==> config.mk <==
export PLATFORM = sky130hd
export DESIGN_NAME = f_div_detect
export DESIGN_NICKNAME = d
export VERILOG_FILES = /design/src/rtl/f_div_detect.sv
export SDC_FILE = /design/constraint.sdc
export NUM_CORES = 1
export LEC_CHECK = 0
export ABC_CLOCK_PERIOD_IN_PS = 1800
export BUFFER_PORTS_ARGS = -buffer_cell sky130_fd_sc_hd__buf_2
export CAP_MARGIN = 20
export CORE_MARGIN = 10
export CORE_UTILIZATION = 32
export CTS_CLUSTER_SIZE = 28
export DETAILED_ROUTE_END_ITERATION = 7
export PLACE_DENSITY = 0.6
export SLEW_MARGIN = 20
export SYNTH_ARGS = -nofsm -noshare
export SYNTH_HDL_FRONTEND = slang
export SYNTH_SLANG_ARGS = --single-unit
==> constraint.sdc <==
create_clock -name clk_in -period 1.8 [get_ports clk_in]
set_input_delay 0.27 -clock clk_in [delete_from_list [all_inputs] [get_ports clk_in]]
set_output_delay 0.27 -clock clk_in [all_outputs]
set_load 0.005 [all_outputs]
==> src/rtl/f_div_detect.sv <==
// f_div_detect -- divisor recovery for a clock-divider output.
//
// Measures the number of clk_in cycles between consecutive edges of sig_in,
// which is a divided clock generated from clk_in. It reports the equivalent
// divider setting, flags lock when the setting is stable, and flags a sticky
// timeout when no edge arrives.
//
// Ports:
//   clk_in   in   1      system clock, rising edge
//   reset    in   1      synchronous active-low reset, clears all state
//   sig_in   in   1      divided clock under measurement (synchronised here)
//   en       in   1      1 = measure; 0 = return to IDLE, clear err/locked
//   div_out  out  CNT_W  last measured divisor (edge spacing minus 1)
//   valid    out  1      one-cycle pulse when div_out is updated
//   locked   out  1      LOCK_N consecutive equal measurements seen
//   err      out  1      sticky timeout: no edge within 2^CNT_W cycles
module f_div_detect #(
    parameter int CNT_W  = 4,
    parameter int LOCK_N = 2
) (
    input  logic             clk_in,
    input  logic             reset,
    input  logic             sig_in,
    input  logic             en,
    output logic [CNT_W-1:0] div_out,
    output logic             valid,
    output logic             locked,
    output logic             err
);

    localparam int LW = $clog2(LOCK_N + 1);
    localparam logic [CNT_W-1:0] CNT_MAX  = '1;
    localparam logic [LW-1:0]    LOCK_MAX = LW'(LOCK_N);
    localparam logic [LW-1:0]    LOCK_ONE = LW'(1);

    typedef enum logic [1:0] {
        IDLE      = 2'd0,
        WAIT_EDGE = 2'd1,
        MEASURE   = 2'd2,
        ERROR     = 2'd3
    } state_t;

    state_t           state_q, state_d;
    logic             s1_q, s2_q, sprev_q;
    logic [CNT_W-1:0] cnt_q, cnt_d;
    logic [CNT_W-1:0] div_q, div_d;
    logic             valid_q, valid_d;
    logic [LW-1:0]    lock_q, lock_d;
    logic             edge_w;

    // Either-polarity edge on the synchronised input.
    assign edge_w = s2_q ^ sprev_q;

    always_ff @(posedge clk_in) begin
        if (!reset) begin
            state_q <= IDLE;
            s1_q    <= 1'b0;
            s2_q    <= 1'b0;
            sprev_q <= 1'b0;
            cnt_q   <= '0;
            div_q   <= '0;
            valid_q <= 1'b0;
            lock_q  <= '0;
        end else begin
            state_q <= state_d;
            s1_q    <= sig_in;
            s2_q    <= s1_q;
            sprev_q <= s2_q;
            cnt_q   <= cnt_d;
            div_q   <= div_d;
            valid_q <= valid_d;
            lock_q  <= lock_d;
        end
    end

    always_comb begin
        state_d = state_q;
        cnt_d   = cnt_q;
        div_d   = div_q;
        valid_d = 1'b0;
        lock_d  = lock_q;
        if (!en) begin
            // Dropping enable discards any partial count without a valid.
            state_d = IDLE;
            cnt_d   = '0;
            lock_d  = '0;
        end else begin
            case (state_q)
                IDLE: begin
                    cnt_d   = '0;
                    lock_d  = '0;
                    state_d = WAIT_EDGE;
                end
                WAIT_EDGE: begin
                    // First edge only establishes the phase reference.
                    if (edge_w) begin
                        cnt_d   = '0;
                        state_d = MEASURE;
                    end else if (cnt_q == CNT_MAX) begin
                        cnt_d   = '0;
                        state_d = ERROR;
                    end else begin
                        cnt_d = cnt_q + CNT_W'(1);
                    end
                end
                MEASURE: begin
                    if (edge_w) begin
                        div_d   = cnt_q;
                        valid_d = 1'b1;
                        cnt_d   = '0;
                        // lock_q is 0 only for the first measurement after
                        // alignment, which always restarts the run at 1.
                        if (lock_q != '0 && cnt_q == div_q)
                            lock_d = (lock_q == LOCK_MAX) ? LOCK_MAX : lock_q + LOCK_ONE;
                        else
                            lock_d = LOCK_ONE;
                    end else if (cnt_q == CNT_MAX) begin
                        cnt_d   = '0;
                        lock_d  = '0;
                        state_d = ERROR;
                    end else begin
                        cnt_d = cnt_q + CNT_W'(1);
                    end
                end
                ERROR: begin
                    cnt_d  = '0;
                    lock_d = '0;
                end
                default: begin
                    state_d = IDLE;
                    cnt_d   = '0;
                    lock_d  = '0;
                end
            endcase
        end
    end

    assign div_out = div_q;
    assign valid   = valid_q;
    assign locked  = (lock_q == LOCK_MAX);
    assign err     = (state_q == ERROR);

endmodule

==> out/summary.txt, run 1 <==
Hold Path Class = in2reg
Setup violations, final = 0
CTS Sinks = 16
Die height = 69.00 um
DR vias = 550
Post-Syn Area per Cell = 9.849 sq um
Share of layout cells above drive strength 1 = 17.58%
Mapped Cells = 78
Synth cell types = 23
Slowest stage cell, crit path = dfxtp_1
I/O Buffers = 10
CP Launch Point = state_q[0]$_SDFFE_PP0P_
R2R setup slack = 0.26 ns
Leading cell type in the layout, fill and taps excluded = dfxtp_1
# fillers = 253
First-pass GRT wire length = 2263 um
Relative slew slack = 81.02%
Post-CTS Hold Buffers = 0
Reg clk slew, reported paths = 0.09 ns
Critical path type = reg2reg
CP Buf/Inv Count = 1
Overall routed net length = 1388 um
Avg WL per Cell = 11.66 um
Setup TNS = 0 ns
Final Skew = 0.001934 ns
Area grow syn2layout = 14.01%
Sequential-to-total area share from yosys stat = 41.69%
Crit-path max cell delay = 0.39 ns
Crit Path Max Fanout = 5
Largest net degree at the start of global routing = 9
H-tree depth = 1
Crit path depth = 6
Max-cap violations = 0
Drt initial violations = 9
Layout Nets = 105
Arr. time, crit path = 1.72 ns
Top cell family by delay on the critical path = flip-flops
PwrDens = 679.4 nW/um^2
Post-DP HPWL = 1091 um
CTS buffer count = 3
Worst Setup End Kind = flip-flop
Pre-antenna DRT Iters = 3
Worst endpoint required time = 1.98 ns
GRT Total Usage = 6.325%
GR Overflow Total = 0
Core ar. = 2255 sq um
Final Hold Viols = 0
Placer congestion estimate = 0.7803
Setup bufs post-CTS = 0
CP endpoint = lock_q[1]$_SDFFE_PP0P_
Clk_lat worst skew = 0.28 ns
Peak VDD IR = 0.3029 mV
Tightest Pin Transition = 0.2839 ns
FP Rows = 17
Yosys reg bits = 16
Root Buffer = clkbuf_4
CTS resizes = 0
Crit share post-route = 85.77%
Achievable Freq = 647.7 MHz
Number of global-route vias before repair = 570
Worst hold margin = 0.1922 ns
Synth Net Count = 90
LEAKAGE = 0.3942 nW
Final ANT Viol Nets = 0
RSZ-0062 raised after global routing = no
Reg2reg path depth = 6
FF-to-FF End = lock_q[1]$_SDFFE_PP0P_
Final Slew Violations = 0
Minimum clock period = 1.544 ns
Crit path cell chain = inv_1 > ha_1 > nor2b_1 > a31oi_1 > nor2_1 > a22o_1
Outcome = finished, final reports clean
Antenna diodes = 0
# DRC = 0
Die Area = 4760 sq um
CTS tree = built
# IOs = 11
Synth Warn # = 0
Die W = 69.00 um
Most frequent cells in the layout = dfxtp_1 (16), buf_2 (10), ha_1 (8)
Cell Area, Synth = 768.2 sq um
Reg-to-Reg Start = state_q[0]$_SDFFE_PP0P_
Antenna violations before repair = 0
Starting Density = 34.07%
Clock Path Buffers = 2
Via-to-Cell Ratio = 4.622
Critical Path Start Type = flip-flop
[state kept, by name, summed over array words and instances (netlist names)]
register and count:
valid 1, div_out 4, s1_q 1, sprev_q 1, state_q 2, lock_q 2, cnt_q 4, s2_q 1
[logic make-up (layout without fill, tap and decap cells)]
group           after synthesis  after routing  synth area share (%)
compound gates               10             10                 8.143
mux                           4              4                 5.212
buf+inv                       5             18                 2.443
fa+ha+maj                     8              8                 13.03
simple gates                 27             27                 19.38
xor+xnor                      8              8                 10.10
flops                        16             16                 41.69
[worst register-to-register path, delay by kind of cell (launching register included)]
family          cells  cell delay [ns]
flops               1             0.39
compound gates      2             0.37
fa+ha+maj           1             0.35
simple gates        2             0.24
buf+inv             1             0.10
[report_power, final]
group	internal [mW]	switching [mW]	leakage (nW)
logic	0.0207	0.0268	0.251
registers	0.359	0.00539	0.130
clock network	0.0776	0.105	0.0138
total	0.458	0.137	0.394
[through the flow]
stage          worst slack, ns  area, sq um  power [mW]  utilization (%)  instances
6_report                0.2561        875.8      0.5951            38.85        119
5_1_grt                 0.1666        875.8      0.6233            38.85        119
4_1_cts                 0.2622        875.8      0.6019            38.85        119
3_5_place_dp            0.2927        853.3      0.4199            37.85        116
3_3_place_gp            0.3240        853.3      0.4193            37.85        116
2_1_floorplan           0.3800        768.2      0.4070                -         78
[final cells by class]
class / instances / area, sq um / share of cell area, %
multi-input combinational: 57 / 429.2 / 49.00
timing repair buffer: 10 / 50.05 / 5.714
clock buffer: 3 / 22.52 / 2.571
sequential: 16 / 320.3 / 36.57
inverter: 5 / 18.77 / 2.143
tap: 28 / 35.03 / 4.000
[synthesized netlist by cell type]
| cell | instances | area share, % |
|---|---|---|
| dfxtp_1 | 16 | 42 |
| ha_1 | 8 | 13 |
| inv_1 | 5 | 2.4 |
| nor2_1 | 5 | 2.4 |
| nor2b_1 | 5 | 4.1 |
| mux2i_1 | 4 | 5.2 |
| nand2_1 | 4 | 2.0 |
| nand3_1 | 4 | 2.6 |
| xnor2_1 | 4 | 4.6 |
| a21oi_1 | 3 | 2.0 |
| and2_1 | 3 | 2.4 |
| nor3_1 | 3 | 2.0 |
| xor2_1 | 3 | 3.4 |
| o21ai_0 | 2 | 1.3 |
| a221oi_1 | 1 | 1.1 |
| a22o_1 | 1 | 1.1 |
| a31oi_1 | 1 | 0.81 |
| and3_1 | 1 | 0.81 |
| nor3b_2 | 1 | 1.6 |
| o21ai_1 | 1 | 0.65 |
| o2bb2ai_1 | 1 | 1.1 |
| or4_4 | 1 | 1.5 |
| xnor2_2 | 1 | 2.1 |
[layer usage]
metal	vias up	track usage, %	routed length [um]
li1	289	-	-
met5	-	0	0
met1	247	6.044	608
met4	0	5.172	42
met3	4	1.449	68
met2	10	11.30	670
[worst min-delay path by stage]
stage                    startpoint  cells past startpoint         endpoint
floorplan                     reset                      1  s1_q$_SDFF_PN0_
global placement    s1_q$_SDFF_PN0_                      1  s2_q$_SDFF_PN0_
detailed placement  s1_q$_SDFF_PN0_                      1  s2_q$_SDFF_PN0_
CTS                          sig_in                      2  s1_q$_SDFF_PN0_
global route                 sig_in                      2  s1_q$_SDFF_PN0_
finish                       sig_in                      2  s1_q$_SDFF_PN0_
No activity file was read; power rests on OpenSTA's default activity.
==> run 2, diff against run 1 <==
Settings changed: ABC_CLOCK_PERIOD_IN_PS 1800 to 1300, PLACE_DENSITY 0.6 to 0.61.
Clock period 1.8 ns to 1.3 ns, I/O delays scaled along.
==> run 2 against run 1 <==
Global-route usage up 1.7 points; highest routed layer unchanged; largest power group unchanged; sequential power up 38%; the run now ends with setup timing left; setup slack worse by 0.31 ns; clock skew down 0.00067 ns; combinational power rose to 2.8 times the previous value; via count up 16%; flip-flop and latch count unchanged; wire length up 25%; hold slack worse by 0.083 ns; first-iteration DRC count rose to 3.2 times the previous value; non-clock buffer count up 16.
==> out/summary.txt, run 2 (synthesis gave the netlist of run 1 again) <==
CTS buffer count = 3 (unchanged)
FP Rows = 17 (unchanged)
Outcome = complete, but fails checks (was finished, final reports clean)
Worst hold margin = 0.1091 ns (was 0.1922 ns)
Drt initial violations = 29 (was 9)
Hold Path Class = in2reg (unchanged)
Sequential share of power = 52.5% (was 61.3%)
Top cell family by delay on the critical path = flip-flops (unchanged)
Clock Path Buffers = 2 (unchanged)
Final Hold Viols = 0 (unchanged)
Critical path type = reg2reg (unchanged)
Core ar. = 2255 sq um (unchanged)
Setup TNS = -0.2569 ns (was 0 ns)
Hold path startpoint = sig_in (unchanged)
Gate power share = 13.7% (was 8.0%)
R2R setup slack = -0.05 ns (was 0.26 ns)
GR Overflow Total = 0 (unchanged)
Clk_lat worst skew = 0.28 ns (about the same)
Arr. time, crit path = 1.53 ns (was 1.72 ns)
Crit-path max cell delay = 0.37 ns (was 0.39 ns)
Relative slew slack = 83.53% (was 81.02%)
Final Skew = 0.001268 ns (was 0.001934 ns)
Die Area = 4760 sq um (unchanged)
Switching share of total power = 23.20% (was 23.10%)
Psw = 0.2227 mW (was 0.1375 mW)
Most frequent cells in the layout = buf_4 (13), dfxtp_1 (12), buf_2 (10) (was dfxtp_1 (16), buf_2 (10), ha_1 (8))
I/O Buffers = 10 (unchanged)
Final Slew Violations = 0 (unchanged)
First-pass GRT wire length = 2801 um (was 2263 um)
Post-CTS Hold Buffers = 0 (unchanged)
Minimum clock period = 1.355 ns (was 1.544 ns)
Min-Delay Endpoint = s1_q$_SDFF_PN0_ (unchanged)
Starting Density = 34.07% (unchanged)
Failing checks = setup timing
Layout Nets = 121 (was 105)
Slowest stage cell, crit path = dfxtp_4 (was dfxtp_1)
Crit share post-route = 104.2% (was 85.77%)
Final ANT Viol Nets = 0 (unchanged)
# IOs = 11 (unchanged)
Via-to-Cell Ratio = 4.676 (was 4.622)
Critical Path Start Type = flip-flop (unchanged)
CTS Sinks = 16 (unchanged)
Post-DP HPWL = 1317 um (was 1091 um)
PwrDens = 848.8 nW/um^2 (was 679.4 nW/um^2)
Crit Path Max Fanout = 5 (unchanged)
Avg WL per Cell = 12.71 um (was 11.66 um)
DR vias = 636 (was 550)
Antenna diodes = 0 (unchanged)
Die W = 69.00 um (unchanged)
Total power = 0.9601 mW (was 0.5951 mW)
Largest net degree at the start of global routing = 10 (was 9)
Share of layout cells above drive strength 1 = 50.00% (was 17.58%)
# DRC = 0 (unchanged)
Reg2reg path depth = 7 (was 6)
Area grow syn2layout = 47.23% (was 14.01%)
Number of global-route vias before repair = 653 (was 570)
H-tree depth = 1 (unchanged)
Max-cap violations = 0 (unchanged)
Leading cell type in the layout, fill and taps excluded = buf_4 (was dfxtp_1)
FF-to-FF End = state_q[0]$_SDFFE_PP0P_ (was lock_q[1]$_SDFFE_PP0P_)
LEAKAGE = 0.4950 nW (was 0.3942 nW)
Clock power frac = 33.7% (was 30.7%)
RSZ-0062 raised after global routing = yes (was no)
Placer congestion estimate = 0.7477 (was 0.7803)
Setup violations, final = 6 (was 0)
Root Buffer = clkbuf_4 (unchanged)
Worst Setup End Kind = flip-flop (unchanged)
Antenna violations before repair = 0 (unchanged)
CTS tree = built (unchanged)
Peak VDD IR = 0.6052 mV (was 0.3029 mV)
CP Buf/Inv Count = 2 (was 1)
Hold Crit Depth = 2 (unchanged)
GRT Total Usage = 8.019% (was 6.325%)
Die height = 69.00 um (unchanged)
Worst setup margin = -0.05494 ns (was 0.2561 ns)
Achievable Freq = 738.0 MHz (was 647.7 MHz)
Reg clk slew, reported paths = 0.09 ns (about the same)
Overall routed net length = 1729 um (was 1388 um)
Crit path cell chain = buf_6 > ha_4 > nor3_2 > a21oi_2 > buf_4 > a21oi_2 > nor3_2 (was inv_1 > ha_1 > nor2b_1 > a31oi_1 > nor2_1 > a22o_1)
Pint = 0.7374 mW (was 0.4576 mW)
Pre-antenna DRT Iters = 4 (was 3)
Tightest Pin Transition = 0.2451 ns (was 0.2839 ns)
Worst endpoint required time = 1.47 ns (was 1.98 ns)
Reg-to-Reg Start = state_q[1]$_SDFFE_PP0P_ (was state_q[0]$_SDFFE_PP0P_)
[run 2: layout make-up]
cell class,instances,area [sq um]
multi-input cells,57,524.3
repair buffers,26,181.4
clock buffers,4,36.28
flip-flops and latches,16,330.3
inverters,5,23.77
fillers,211,1124
well taps,28,35.03
[run 2: worst max-delay path by stage]
| stage | startpoint | end | depth (start not counted) | slack (ns) |
|---|---|---|---|---|
| 6_report | state_q[1]$_SDFFE_PP0P_ | state_q[0]$_SDFFE_PP0P_ | 7 | -0.05 |
| 3_5_place_dp | state_q[1]$_SDFFE_PP0P_ | lock_q[1]$_SDFFE_PP0P_ | 6 | -0.13 |
| 4_1_cts | state_q[0]$_SDFFE_PP0P_ | lock_q[1]$_SDFFE_PP0P_ | 6 | -0.04 |
| 3_3_place_gp | state_q[1]$_SDFFE_PP0P_ | lock_q[1]$_SDFFE_PP0P_ | 6 | -0.1 |
| 5_1_grt | state_q[1]$_SDFFE_PP0P_ | lock_q[1]$_SDFFE_PP0P_ | 6 | -0.11 |
| 2_1_floorplan | state_q[1]$_SDFFE_PP0P_ | lock_q[1]$_SDFFE_PP0P_ | 6 | -0.01 |
[run 2: stage by stage]
stage / util, % / area [sq um] / instances / setup slack, ns
floorplan: - / 784.5 / 78 / -0.01312
global placement: 43.23 / 974.7 / 130 / -0.09771
detailed placement: 43.23 / 974.7 / 130 / -0.1326
CTS: 48.45 / 1092 / 136 / -0.04451
global route: 50.17 / 1131 / 136 / -0.1084
finish: 50.17 / 1131 / 136 / -0.05494
[run 2: worst reg2reg max path, delay by kind of cell, from the launching register on]
family / cells / cell delay [ns]
DFF: 1 / 0.37
AOI/OAI and AO/OA: 2 / 0.18
adders and majority gates: 1 / 0.18
and+or+nand+nor: 2 / 0.26
buffers and inverters: 2 / 0.26
[run 2: power groups by stage]
stage,combinational (mW),clock (mW),sequential [mW]
detailed placement,0.0998,0,0.516
CTS,0.120,0.341,0.504
global route,0.143,0.357,0.506
finish,0.132,0.324,0.504
floorplan,0.0533,0,0.516
global placement,0.0969,0,0.515
[run 2: repair_timing]
item / in CTS / in global routing
gates resized for setup: 18 / 12
setup buffers: 2 / 1
endpoints found under the setup margin: 8 / 12
pin swaps: 4 / 4
[run 2: routing by layer]
layer	vias to the layer above	global-route usage (%)	part of all wire [%]
li1	324	-	-
met1	299	7.346	43
met2	11	14.27	52
met3	2	3.060	3.4
met4	0	5.665	2.3
met5	-	0	0
